## src/rtl/fp_mul_pipe.sv

```systemverilog
`timescale 1ns/1ps
// -----------------------------------------------------------------------------
// fp_mul_pipe
//
// Three-stage pipelined IEEE-754-format multiplier with valid/ready handshakes.
//   S1: operand decode, special-value classification, full mantissa multiply,
//       biased exponent sum.
//   S2: normalisation (product MSB), round from guard/round/sticky bits,
//       re-normalise on mantissa carry-out.
//   S3: overflow/underflow detection, special-value results, final packing.
// All stages advance together whenever the output register is empty or
// being drained, so bubbles collapse and an unstalled stream runs at one
// result per cycle with a latency of three cycles.
//
// Subnormal inputs are treated as signed zero; results that would be
// subnormal are flushed to signed zero with underflow set.
//
// Optional feature (compile-time macro FP_MUL_EXC_CNT_EN):
//   defined   -> exc_count counts delivered results carrying overflow,
//                underflow or error, saturating at 16'hFFFF.
//   undefined -> exc_count is tied to zero and no counter is built.
//
// Parameters:
//   EXP_W       exponent width (default 8)
//   MAN_W       stored fraction width (default 23); word width is
//               1+EXP_W+MAN_W. MAN_W must be at least 3.
// Ports:
//   clk         clock, all state on the rising edge
//   rst_n       asynchronous active-low reset
//   in_valid    operand valid          in_ready   operand accepted when high
//   a, b        operands               round_mode 00 +inf, 01 -inf,
//                                                 10 nearest-even, 11 ties-away
//   out_valid   result valid           out_ready  downstream accepts result
//   result      product
//   overflow, underflow, inexact, error   status of the presented result
//   exc_count   exception counter (see macro above)
// -----------------------------------------------------------------------------
module fp_mul_pipe #(
  parameter int EXP_W = 8,
  parameter int MAN_W = 23
) (
  input  logic                 clk,
  input  logic                 rst_n,
  input  logic                 in_valid,
  output logic                 in_ready,
  input  logic [EXP_W+MAN_W:0] a,
  input  logic [EXP_W+MAN_W:0] b,
  input  logic [1:0]           round_mode,
  output logic                 out_valid,
  input  logic                 out_ready,
  output logic [EXP_W+MAN_W:0] result,
  output logic                 overflow,
  output logic                 underflow,
  output logic                 inexact,
  output logic                 error,
  output logic [15:0]          exc_count
);

  localparam int W    = 1 + EXP_W + MAN_W;
  localparam int PW   = 2 * (MAN_W + 1);   // full product width
  localparam int EW2  = EXP_W + 2;         // signed working exponent width
  localparam int BIAS = (1 << (EXP_W - 1)) - 1;
  localparam int EMAX = (1 << EXP_W) - 1;

  localparam logic signed [EW2-1:0] BIAS_S  = EW2'(BIAS);
  localparam logic signed [EW2-1:0] EMAX_S  = EW2'(EMAX);
  localparam logic signed [EW2-1:0] EZERO_S = '0;

  typedef enum logic [1:0] {
    CLS_NUM  = 2'd0,   // both operands finite non-zero
    CLS_ZERO = 2'd1,   // signed zero result
    CLS_INF  = 2'd2,   // signed infinity result
    CLS_NAN  = 2'd3    // canonical quiet NaN, error
  } cls_e;

  // ---------------------------------------------------------------------------
  // Pipeline control
  // ---------------------------------------------------------------------------
  logic out_valid_q;
  logic advance;

  assign advance  = !out_valid_q || out_ready;
  assign in_ready = advance;

  // ---------------------------------------------------------------------------
  // Stage 1: decode, classify, multiply
  // ---------------------------------------------------------------------------
  logic             sa, sb;
  logic [EXP_W-1:0] ea, eb;
  logic [MAN_W-1:0] fa, fb;
  logic             a_nan, b_nan, a_inf, b_inf, a_zero, b_zero;

  assign {sa, ea, fa} = a;
  assign {sb, eb, fb} = b;

  assign a_nan  = (&ea) && (|fa);
  assign b_nan  = (&eb) && (|fb);
  assign a_inf  = (&ea) && !(|fa);
  assign b_inf  = (&eb) && !(|fb);
  // A zero exponent covers both true zero and subnormals (flushed to zero).
  assign a_zero = ~|ea;
  assign b_zero = ~|eb;

  cls_e                   s1_cls_d;
  logic                   s1_sign_d;
  logic signed [EW2-1:0]  s1_exp_d;
  logic [PW-1:0]          s1_prod_d;

  always_comb begin
    s1_cls_d = CLS_NUM;
    if (a_nan || b_nan || (a_inf && b_zero) || (a_zero && b_inf)) begin
      s1_cls_d = CLS_NAN;
    end else if (a_inf || b_inf) begin
      s1_cls_d = CLS_INF;
    end else if (a_zero || b_zero) begin
      s1_cls_d = CLS_ZERO;
    end
  end

  assign s1_sign_d = sa ^ sb;
  assign s1_exp_d  = $signed({2'b00, ea}) + $signed({2'b00, eb}) - BIAS_S;
  assign s1_prod_d = {{(MAN_W+1){1'b0}}, 1'b1, fa} * {{(MAN_W+1){1'b0}}, 1'b1, fb};

  logic                   s1_valid_q;
  cls_e                   s1_cls_q;
  logic                   s1_sign_q;
  logic signed [EW2-1:0]  s1_exp_q;
  logic [PW-1:0]          s1_prod_q;
  logic [1:0]             s1_mode_q;

  always_ff @(posedge clk or negedge rst_n) begin
    if (!rst_n) begin
      s1_valid_q <= 1'b0;
      s1_cls_q   <= CLS_NUM;
      s1_sign_q  <= 1'b0;
      s1_exp_q   <= '0;
      s1_prod_q  <= '0;
      s1_mode_q  <= 2'b00;
    end else if (advance) begin
      s1_valid_q <= in_valid;
      s1_cls_q   <= s1_cls_d;
      s1_sign_q  <= s1_sign_d;
      s1_exp_q   <= s1_exp_d;
      s1_prod_q  <= s1_prod_d;
      s1_mode_q  <= round_mode;
    end
  end

  // ---------------------------------------------------------------------------
  // Stage 2: normalise and round
  // ---------------------------------------------------------------------------
  // The product of two [1,2) mantissas lies in [1,4): when the top bit is set
  // the binary point moves one place left and the exponent gains one.
  logic             hi;
  logic [MAN_W-1:0] frac_pre;
  logic             guard_bit, round_bit, sticky_bit, rnd_inexact;
  logic             round_up, carry;

  assign hi         = s1_prod_q[PW-1];
  assign frac_pre   = hi ? s1_prod_q[PW-2 -: MAN_W] : s1_prod_q[PW-3 -: MAN_W];
  assign guard_bit  = hi ? s1_prod_q[MAN_W]         : s1_prod_q[MAN_W-1];
  assign round_bit  = hi ? s1_prod_q[MAN_W-1]       : s1_prod_q[MAN_W-2];
  assign sticky_bit = hi ? (|s1_prod_q[MAN_W-2:0])  : (|s1_prod_q[MAN_W-3:0]);
  assign rnd_inexact = guard_bit || round_bit || sticky_bit;

  always_comb begin
    round_up = 1'b0;
    case (s1_mode_q)
      2'b00:   round_up = rnd_inexact && !s1_sign_q;
      2'b01:   round_up = rnd_inexact && s1_sign_q;
      2'b10:   round_up = guard_bit && (round_bit || sticky_bit || frac_pre[0]);
      default: round_up = guard_bit;
    endcase
  end

  logic [MAN_W-1:0]      s2_frac_d;
  logic signed [EW2-1:0] s2_exp_d;

  // A carry out of the fraction means the mantissa became 10.000..., i.e. the
  // fraction wraps to zero and the exponent steps up by one.
  assign {carry, s2_frac_d} = {1'b0, frac_pre} + {{MAN_W{1'b0}}, round_up};
  assign s2_exp_d = s1_exp_q + {{(EW2-1){1'b0}}, hi} + {{(EW2-1){1'b0}}, carry};

  logic                   s2_valid_q;
  cls_e                   s2_cls_q;
  logic                   s2_sign_q;
  logic signed [EW2-1:0]  s2_exp_q;
  logic [MAN_W-1:0]       s2_frac_q;
  logic                   s2_inexact_q;
  logic [1:0]             s2_mode_q;

  always_ff @(posedge clk or negedge rst_n) begin
    if (!rst_n) begin
      s2_valid_q   <= 1'b0;
      s2_cls_q     <= CLS_NUM;
      s2_sign_q    <= 1'b0;
      s2_exp_q     <= '0;
      s2_frac_q    <= '0;
      s2_inexact_q <= 1'b0;
      s2_mode_q    <= 2'b00;
    end else if (advance) begin
      s2_valid_q   <= s1_valid_q;
      s2_cls_q     <= s1_cls_q;
      s2_sign_q    <= s1_sign_q;
      s2_exp_q     <= s2_exp_d;
      s2_frac_q    <= s2_frac_d;
      s2_inexact_q <= rnd_inexact;
      s2_mode_q    <= s1_mode_q;
    end
  end

  // ---------------------------------------------------------------------------
  // Stage 3: exceptions and packing
  // ---------------------------------------------------------------------------
  logic [W-1:0] inf_word, maxf_word, zero_word, qnan_word;

  assign inf_word  = {s2_sign_q, {EXP_W{1'b1}}, {MAN_W{1'b0}}};
  assign maxf_word = {s2_sign_q, {(EXP_W-1){1'b1}}, 1'b0, {MAN_W{1'b1}}};
  assign zero_word = {s2_sign_q, {(W-1){1'b0}}};
  assign qnan_word = {1'b0, {EXP_W{1'b1}}, 1'b1, {(MAN_W-1){1'b0}}};

  logic [W-1:0] result_d;
  logic         ovf_d, unf_d, inx_d, err_d;

  always_comb begin
    result_d = '0;
    ovf_d    = 1'b0;
    unf_d    = 1'b0;
    inx_d    = 1'b0;
    err_d    = 1'b0;
    case (s2_cls_q)
      CLS_NAN: begin
        result_d = qnan_word;
        err_d    = 1'b1;
      end
      CLS_INF:  result_d = inf_word;
      CLS_ZERO: result_d = zero_word;
      default: begin
        if (s2_exp_q >= EMAX_S) begin
          ovf_d = 1'b1;
          inx_d = 1'b1;
          // Directed modes saturate to max finite when rounding away from
          // the result's sign; nearest modes always go to infinity.
          case (s2_mode_q)
            2'b00:   result_d = s2_sign_q ? maxf_word : inf_word;
            2'b01:   result_d = s2_sign_q ? inf_word  : maxf_word;
            default: result_d = inf_word;
          endcase
        end else if (s2_exp_q <= EZERO_S) begin
          unf_d    = 1'b1;
          inx_d    = 1'b1;
          result_d = zero_word;
        end else begin
          inx_d    = s2_inexact_q;
          result_d = {s2_sign_q, s2_exp_q[EXP_W-1:0], s2_frac_q};
        end
      end
    endcase
  end

  logic [W-1:0] result_q;
  logic         ovf_q, unf_q, inx_q, err_q;

  always_ff @(posedge clk or negedge rst_n) begin
    if (!rst_n) begin
      out_valid_q <= 1'b0;
      result_q    <= '0;
      ovf_q       <= 1'b0;
      unf_q       <= 1'b0;
      inx_q       <= 1'b0;
      err_q       <= 1'b0;
    end else if (advance) begin
      out_valid_q <= s2_valid_q;
      result_q    <= result_d;
      ovf_q       <= ovf_d;
      unf_q       <= unf_d;
      inx_q       <= inx_d;
      err_q       <= err_d;
    end
  end

  assign out_valid = out_valid_q;
  assign result    = result_q;
  assign overflow  = ovf_q;
  assign underflow = unf_q;
  assign inexact   = inx_q;
  assign error     = err_q;

  // ---------------------------------------------------------------------------
  // Exception counter
  // ---------------------------------------------------------------------------
`ifdef FP_MUL_EXC_CNT_EN
  logic [15:0] exc_cnt_q, exc_cnt_d;

  always_comb begin
    exc_cnt_d = exc_cnt_q;
    if (out_valid_q && out_ready && (ovf_q || unf_q || err_q) &&
        (exc_cnt_q != 16'hFFFF)) begin
      exc_cnt_d = exc_cnt_q + 16'd1;
    end
  end

  always_ff @(posedge clk or negedge rst_n) begin
    if (!rst_n) begin
      exc_cnt_q <= 16'd0;
    end else begin
      exc_cnt_q <= exc_cnt_d;
    end
  end

  assign exc_count = exc_cnt_q;
`else
  assign exc_count = 16'd0;
`endif

endmodule

```

## config.mk

```make
export PLATFORM = sky130hd
export DESIGN_NAME = fp_mul_pipe
export DESIGN_NICKNAME = d
export VERILOG_FILES = /design/src/rtl/fp_mul_pipe.sv
export SDC_FILE = /design/constraint.sdc
export NUM_CORES = 2
export LEC_CHECK = 0
export BUFFER_PORTS_ARGS = -buffer_cell sky130_fd_sc_hd__buf_2
export CORE_MARGIN = 2
export CORE_UTILIZATION = 65
export CTS_CLUSTER_DIAMETER = 120
export DETAILED_ROUTE_END_ITERATION = 12
export GPL_ROUTABILITY_DRIVEN = 0
export GPL_TIMING_DRIVEN = 0
export MAX_ROUTING_LAYER = met4
export PLACE_DENSITY_LB_ADDON = 0.25
export REMOVE_ABC_BUFFERS = 1
export SLEW_MARGIN = 20
export SYNTH_ARGS = -nofsm -noshare
export SYNTH_HDL_FRONTEND = slang
export SYNTH_SLANG_ARGS = --single-unit
```

## constraint.sdc

```tcl
create_clock -name clk -period 6.31 [get_ports clk]
set_clock_uncertainty 0.2 [all_clocks]
set_input_delay 1.262 -clock clk [delete_from_list [all_inputs] [get_ports clk]]
set_output_delay 1.262 -clock clk [all_outputs]
set_load 0.005 [all_outputs]
```

# Word level (Yosys, flattened, before mapping)
# Cells that the tools add are included.
[classes]
add_sub_neg = 5
n_mul = 1
div_mod_pow = 0
magnitude_cmp = 2
n_eq_ne = 6
shifts = 0
mux = 23
bitwise_logic = 1
reduce_logical = 36
[op_table]
columns = ["operator", "n"]
rows = [
  ["32-bit two-way mux", 3],
  ["32-bit one-hot mux with 3 select lines", 1],
  ["32-bit one-hot mux with 2 select lines", 1],
  ["24-bit by 24-bit multiplier with 48-bit output", 1],
  ["23-bit OR reduction", 2],
  ["31-bit two-way mux", 1],
  ["23-bit by 1-bit adder with 24-bit output", 1],
  ["23-bit two-way mux", 1],
  ["22-bit OR reduction", 1],
  ["21-bit OR reduction", 1],
  ["10-bit by 1-bit adder with 10-bit output", 2],
  ["8-bit AND reduction", 2],
  ["8-bit OR reduction", 2],
  ["1-bit two-way mux", 13],
  ["10-bit by 9-bit >= comparator with 1-bit output (second input constant)", 1],
  ["10-bit by 1-bit <= comparator with 1-bit output (second input constant)", 1],
  ["1-bit logical OR", 10],
  ["9-bit by 7-bit subtractor with 10-bit output (second input constant)", 1],
  ["8-bit by 8-bit adder with 9-bit output", 1],
  ["1-bit logical AND", 9],
  ["2-bit by 1-bit == test with 1-bit output (second input constant)", 3],
  ["2-bit == test (second input constant)", 3],
  ["1-bit logical NOT", 6],
  ["2-bit logical NOT", 2],
  ["4 further kinds", 5],
]
[word_totals]
register_bits = 141
latchBits = 0
ramBits = 0
rom_bits = 0
out_inout_bits = 54
memories = 0

# Logic depth before layout (Yosys ltp)
[depth]
word_depth = 8
mapped_depth = 26

# Worst setup path after synthesis
# Ideal clock, no wire load.
[synth_path]
path_type = "input-to-reg"
from = "input port a[6]"
to = "register s1_prod_q[47]"
setup_time_ns = 0.123
arrival_ns = 7.476
slack_ns = -1.489
cell_stages = 24
path_buffers = 2
path_cell_list = "clkbuf_1 clkbuf_1 nand2_1 fa_1 inv_1 fa_1 inv_1 fa_1 inv_1 fa_1 fa_1 fa_1 inv_1 fa_1 inv_1 ha_1 a21oi_1 o21ai_0 a311oi_1 a21oi_1 o311a_1 a2bb2oi_1 a2111o_1 o221a_2"
[synth_between]
elab_chain_cells = 1
[synth_lines]
columns = ["element", "line", "rtl"]
rows = [
  ["start: declaration", "46", "input logic [EXP_W+MAN_W:0] a,"],
  ["24-bit by 24-bit multiplier with 48-bit output", "122", "assign s1_prod_d = {{(MAN_W+1){1'b0}}, 1'b1, fa} * {{(MAN_W+1){1'b0}}, 1'b1, fb};"],
  ["end signal: assignment", "144", "s1_prod_q <= s1_prod_d;"],
  ["end: declaration", "128", "logic [PW-1:0] s1_prod_q;"],
]
# No other way between the ends.
# A chain may end at the register's enable or synchronous reset.

# Worst setup path in the final report
[layout_path]
from = "input port a[5]"
to = "register s1_prod_q[37]"
# The elaborated chain is that of the path after synthesis.

==> results.json <==
{
  "outcome": "complete, but fails checks",
  "violations": "design-rule violations, negative setup slack",
  "ant_nets": 0,
  "slew_headroom_pct": 37.5,
  "min_period_over_period_pct": 126,
  "synth_cell_types": 77,
  "setup_violations": 38,
  "firstDrtPassIters": 13,
  "avgSynthCellArea_um2": 8.78,
  "grt_max_degree": 90,
  "num_rows": 73,
  "worstSetupPathType": "input port to flip-flop",
  "crit_top_cell": "fa_1",
  "worst_path_largest_cell_delay_ns": 0.67,
  "ys_seq_area_share_pct": 13.5,
  "track_usage_pct": 42.3,
  "min_path_type": "flip-flop to flip-flop",
  "drive_gt1_share_pct": 18.1,
  "synth_top_family_by_area": "adder cells",
  "required_ns": 6.42,
  "path_buf_inv": 6,
  "rsz0062_at_grt": "yes",
  "viasPerCell": 6.40,
  "numCtsBuffers": 17,
  "holdPathStages": 2,
  "antenna_found_initial": 3,
  "netlist_area_um2": 26100,
  "post-route-util_pct": 79.3,
  "endpoint_kind": "flip-flop",
  "vias": 23300,
  "cap_violations": 0,
  "fp.dieArea_um2": 41700,
  "start_util_pct": 65.8,
  "r2r_end": "s2_exp_q[8]",
  "grt_pass1_wl_um": 130000,
  "cts.sinks": 141,
  "whs_endpoint": "s2_mode_q[1]",
  "fin_nets": 3836,
  "drt-initial-drc-count": 3114,
  "reg2reg_setup_slack_ns": 1.24,
  "dp_hpwl_um": 50500,
  "start_kind": "input port",
  "synth-xor-area-share_pct": 2.62,
  "area_growth_pct": 20.6,
  "cp.arrival_ns": 8.08,
  "worst-path-max-fanout": 21,
  "io_pins": 124,
  "reg2regPathDepth": 18,
  "synthAdderAreaFrac_pct": 46.3,
  "synth-edff-count": 0,
  "die_w_um": 204,
  "synth_warnings": 0,
  "cts_tree": "done",
  "clock.fmax_mhz": 125,
  "critical_path.top_delay_family": "adder cells",
  "htreeDepth": 4,
  "path_clk_slew_ns": 0.06,
  "numPortBuffers": 107,
  "cts_root_buf": "clkbuf_16",
  "drc": 25,
  "syn_inst": 2971,
  "min_from": "s2_mode_q[1]",
  "r2r_start": "s1_prod_q[47]",
  "routed_wirelength_um": 92900,
  "hold_slack_ns": 0.265,
  "postCtsHoldBufs": 0,
  "synth_compound_gate_area_share_pct": 7.83,
  "synth-simple-area-share_pct": 17.5,
  "synth-main-ff-cell": "dfrtp_1",
  "hold_violations": 0,
  "cts_buffer_depth": 2,
  "clk_latency_ns": 0.43,
  "grt_pass1_vias": 23900,
  "async_flop_share_pct": 100,
  "tightestPinTransition_ns": 0.937,
  "slew_violations": 0,
  "worst_slack_ns": -1.67,
  "dieHeight_um": 204,
  "synth_mux_area_share_pct": 0.768,
  "ys_seq_elements": 141,
  "routedWlPerCell_um": 25.6,
  "finalCriticalPeriod_ns": 7.98,
  "slowest_stage": "o211ai_1",
  "grt_overflow": 0,
  "path_cells": "buf_16 -> clkinvlp_4 -> buf_6 -> nor2_2 -> fa_1 -> fa_1 -> fa_2 -> ha_1 -> fa_1 -> fa_1 -> inv_1 -> fa_1 -> inv_1 -> ha_4 -> nand2_1 -> o211ai_1 -> buf_4 -> nand2_4 -> o32a_1 -> a211oi_4 -> nor2_1 -> xnor2_1 -> mux2_2",
  "core_area_um2": 39600
}
==> state kept, by name, summed over array words and instances (netlist names) <==
| signal | count |
|---|---|
| s2_frac_q | 23 |
| out_valid | 1 |
| s2_mode_q | 2 |
| underflow | 1 |
| error | 1 |
| s2_valid_q | 1 |
| s2_inexact_q | 1 |
| s1_sign_q | 1 |
| inexact | 1 |
| s2_cls_q | 2 |
| s1_exp_q | 10 |
| s1_prod_q | 48 |
| s1_cls_q | 2 |
| s2_sign_q | 1 |
| s2_exp_q | 10 |
| s1_valid_q | 1 |
| overflow | 1 |
| result | 32 |
| s1_mode_q | 2 |
==> worst min-delay path, stage by stage (launching register included) <==
cell,delay (ns)
dfrtp_1,0.34
nand2_1,0.05
nand2_1,0.05
==> routing by layer <==
metal	GRT usage (%)	part of all wire [%]	vias to the layer above
met5	-	0	-
met4	25.7	10	0
met3	13.2	15	788
met2	63.8	42	1994
met1	49.8	33	11200
li1	-	-	9280
==> cell usage after synthesis (18+ instances only) <==
master    instances  area, µm²
nand2_1         448       1680
nor2_1          122        458
ha_1            191       2390
nand3_1          28        140
and2_1          251       1570
nor4_1           23        144
a21oi_1         133        666
a21o_1           22        165
nand4_1          23        144
dfrtp_1         141       3530
clkbuf_1        127        477
o21ai_0          96        480
inv_1           594       2230
xnor2_1          45        394
xor2_1           33        289
and3_1           18        113
fa_1            484       9690
==> how the worst max path moves through the flow <==
stage	endpoint	cells past startpoint	from	slack [ns]
floorplan	result[0]	4	out_ready	-3.30
global placement	result[20]	5	out_ready	-8.10
detailed placement	s1_prod_q[46]	23	b[0]	-2.65
CTS	s1_prod_q[47]	26	a[8]	-1.03
global route	s1_prod_q[42]	23	b[12]	-1.86
finish	s1_prod_q[37]	23	a[5]	-1.67
==> per-stage QoR <==
step / instance area, µm² / setup slack, ns / TNS, ns / instances
after floorplan: 25400 / -3.30 / -300.40 / 2820
after global placement: 26600 / -8.10 / -825.19 / 3452
after detailed placement: 26800 / -2.65 / -75.41 / 3459
after CTS: 30300 / -1.03 / -22.52 / 3581
after global routing: 31400 / -1.86 / -45.26 / 3632
final: 31400 / -1.67 / -41.42 / 3634
==> cell families (layout without fill, tap and decap cells) <==
logic type | after synthesis | after routing
compound gates | 336 | 336
simple gates | 957 | 957
mux | 19 | 19
other cells | 1 | 21
flops | 141 | 141
buf+inv | 764 | 882
fa+ha+maj | 675 | 675
xor+xnor | 78 | 78
==> final cells by class <==
| type | instances | area (µm²) |
|---|---|---|
| Multi-Input combinational cell | 2081 | 20800 |
| Fill cell | 2238 | 8190 |
| Sequential cell | 141 | 3530 |
| Timing Repair Buffer | 252 | 3470 |
| Inverter | 598 | 2310 |
| Tap cell | 525 | 657 |
| Clock buffer | 17 | 425 |
| Clock inverter | 15 | 234 |
| Antenna cell | 5 | 12.5 |
==> cells in the final DEF, fill, tap and decap left out, types with 16 or more instances in the layout <==
| cell type | count |
|---|---|
| inv_1 | 544 |
| fa_1 | 454 |
| nand2_1 | 422 |
| and2_1 | 232 |
| ha_1 | 170 |
| dfrtp_1 | 140 |
| nor2_1 | 107 |
| a21oi_1 | 107 |
| buf_4 | 81 |
| o21ai_0 | 76 |
| buf_2 | 60 |
| inv_2 | 40 |
| xnor2_1 | 38 |
| buf_16 | 38 |
| xor2_1 | 30 |
| fa_2 | 30 |
| nand3_1 | 26 |
| clkbuf_16 | 25 |
| nand4_1 | 23 |
| buf_6 | 23 |
| nor4_1 | 22 |
| a21o_1 | 22 |
| nand2_2 | 21 |
| and2_4 | 20 |
| a21oi_2 | 20 |
| bufbuf_16 | 20 |
| ha_4 | 17 |
| conb_1 | 16 |
| buf_12 | 16 |
==> what timing repair did <==
| item | 4_1_cts | 5_1_grt |
|---|---|---|
| resized for setup | 395 | 168 |
| gates cloned | 23 | 8 |
| pin swaps | 125 | 87 |
| setup buffers | 67 | 44 |
| setup endpoints to repair | 38 | 37 |
Power is not shown: default switching activity piles up to over one toggle a cycle in this logic, so the estimate is an artifact.
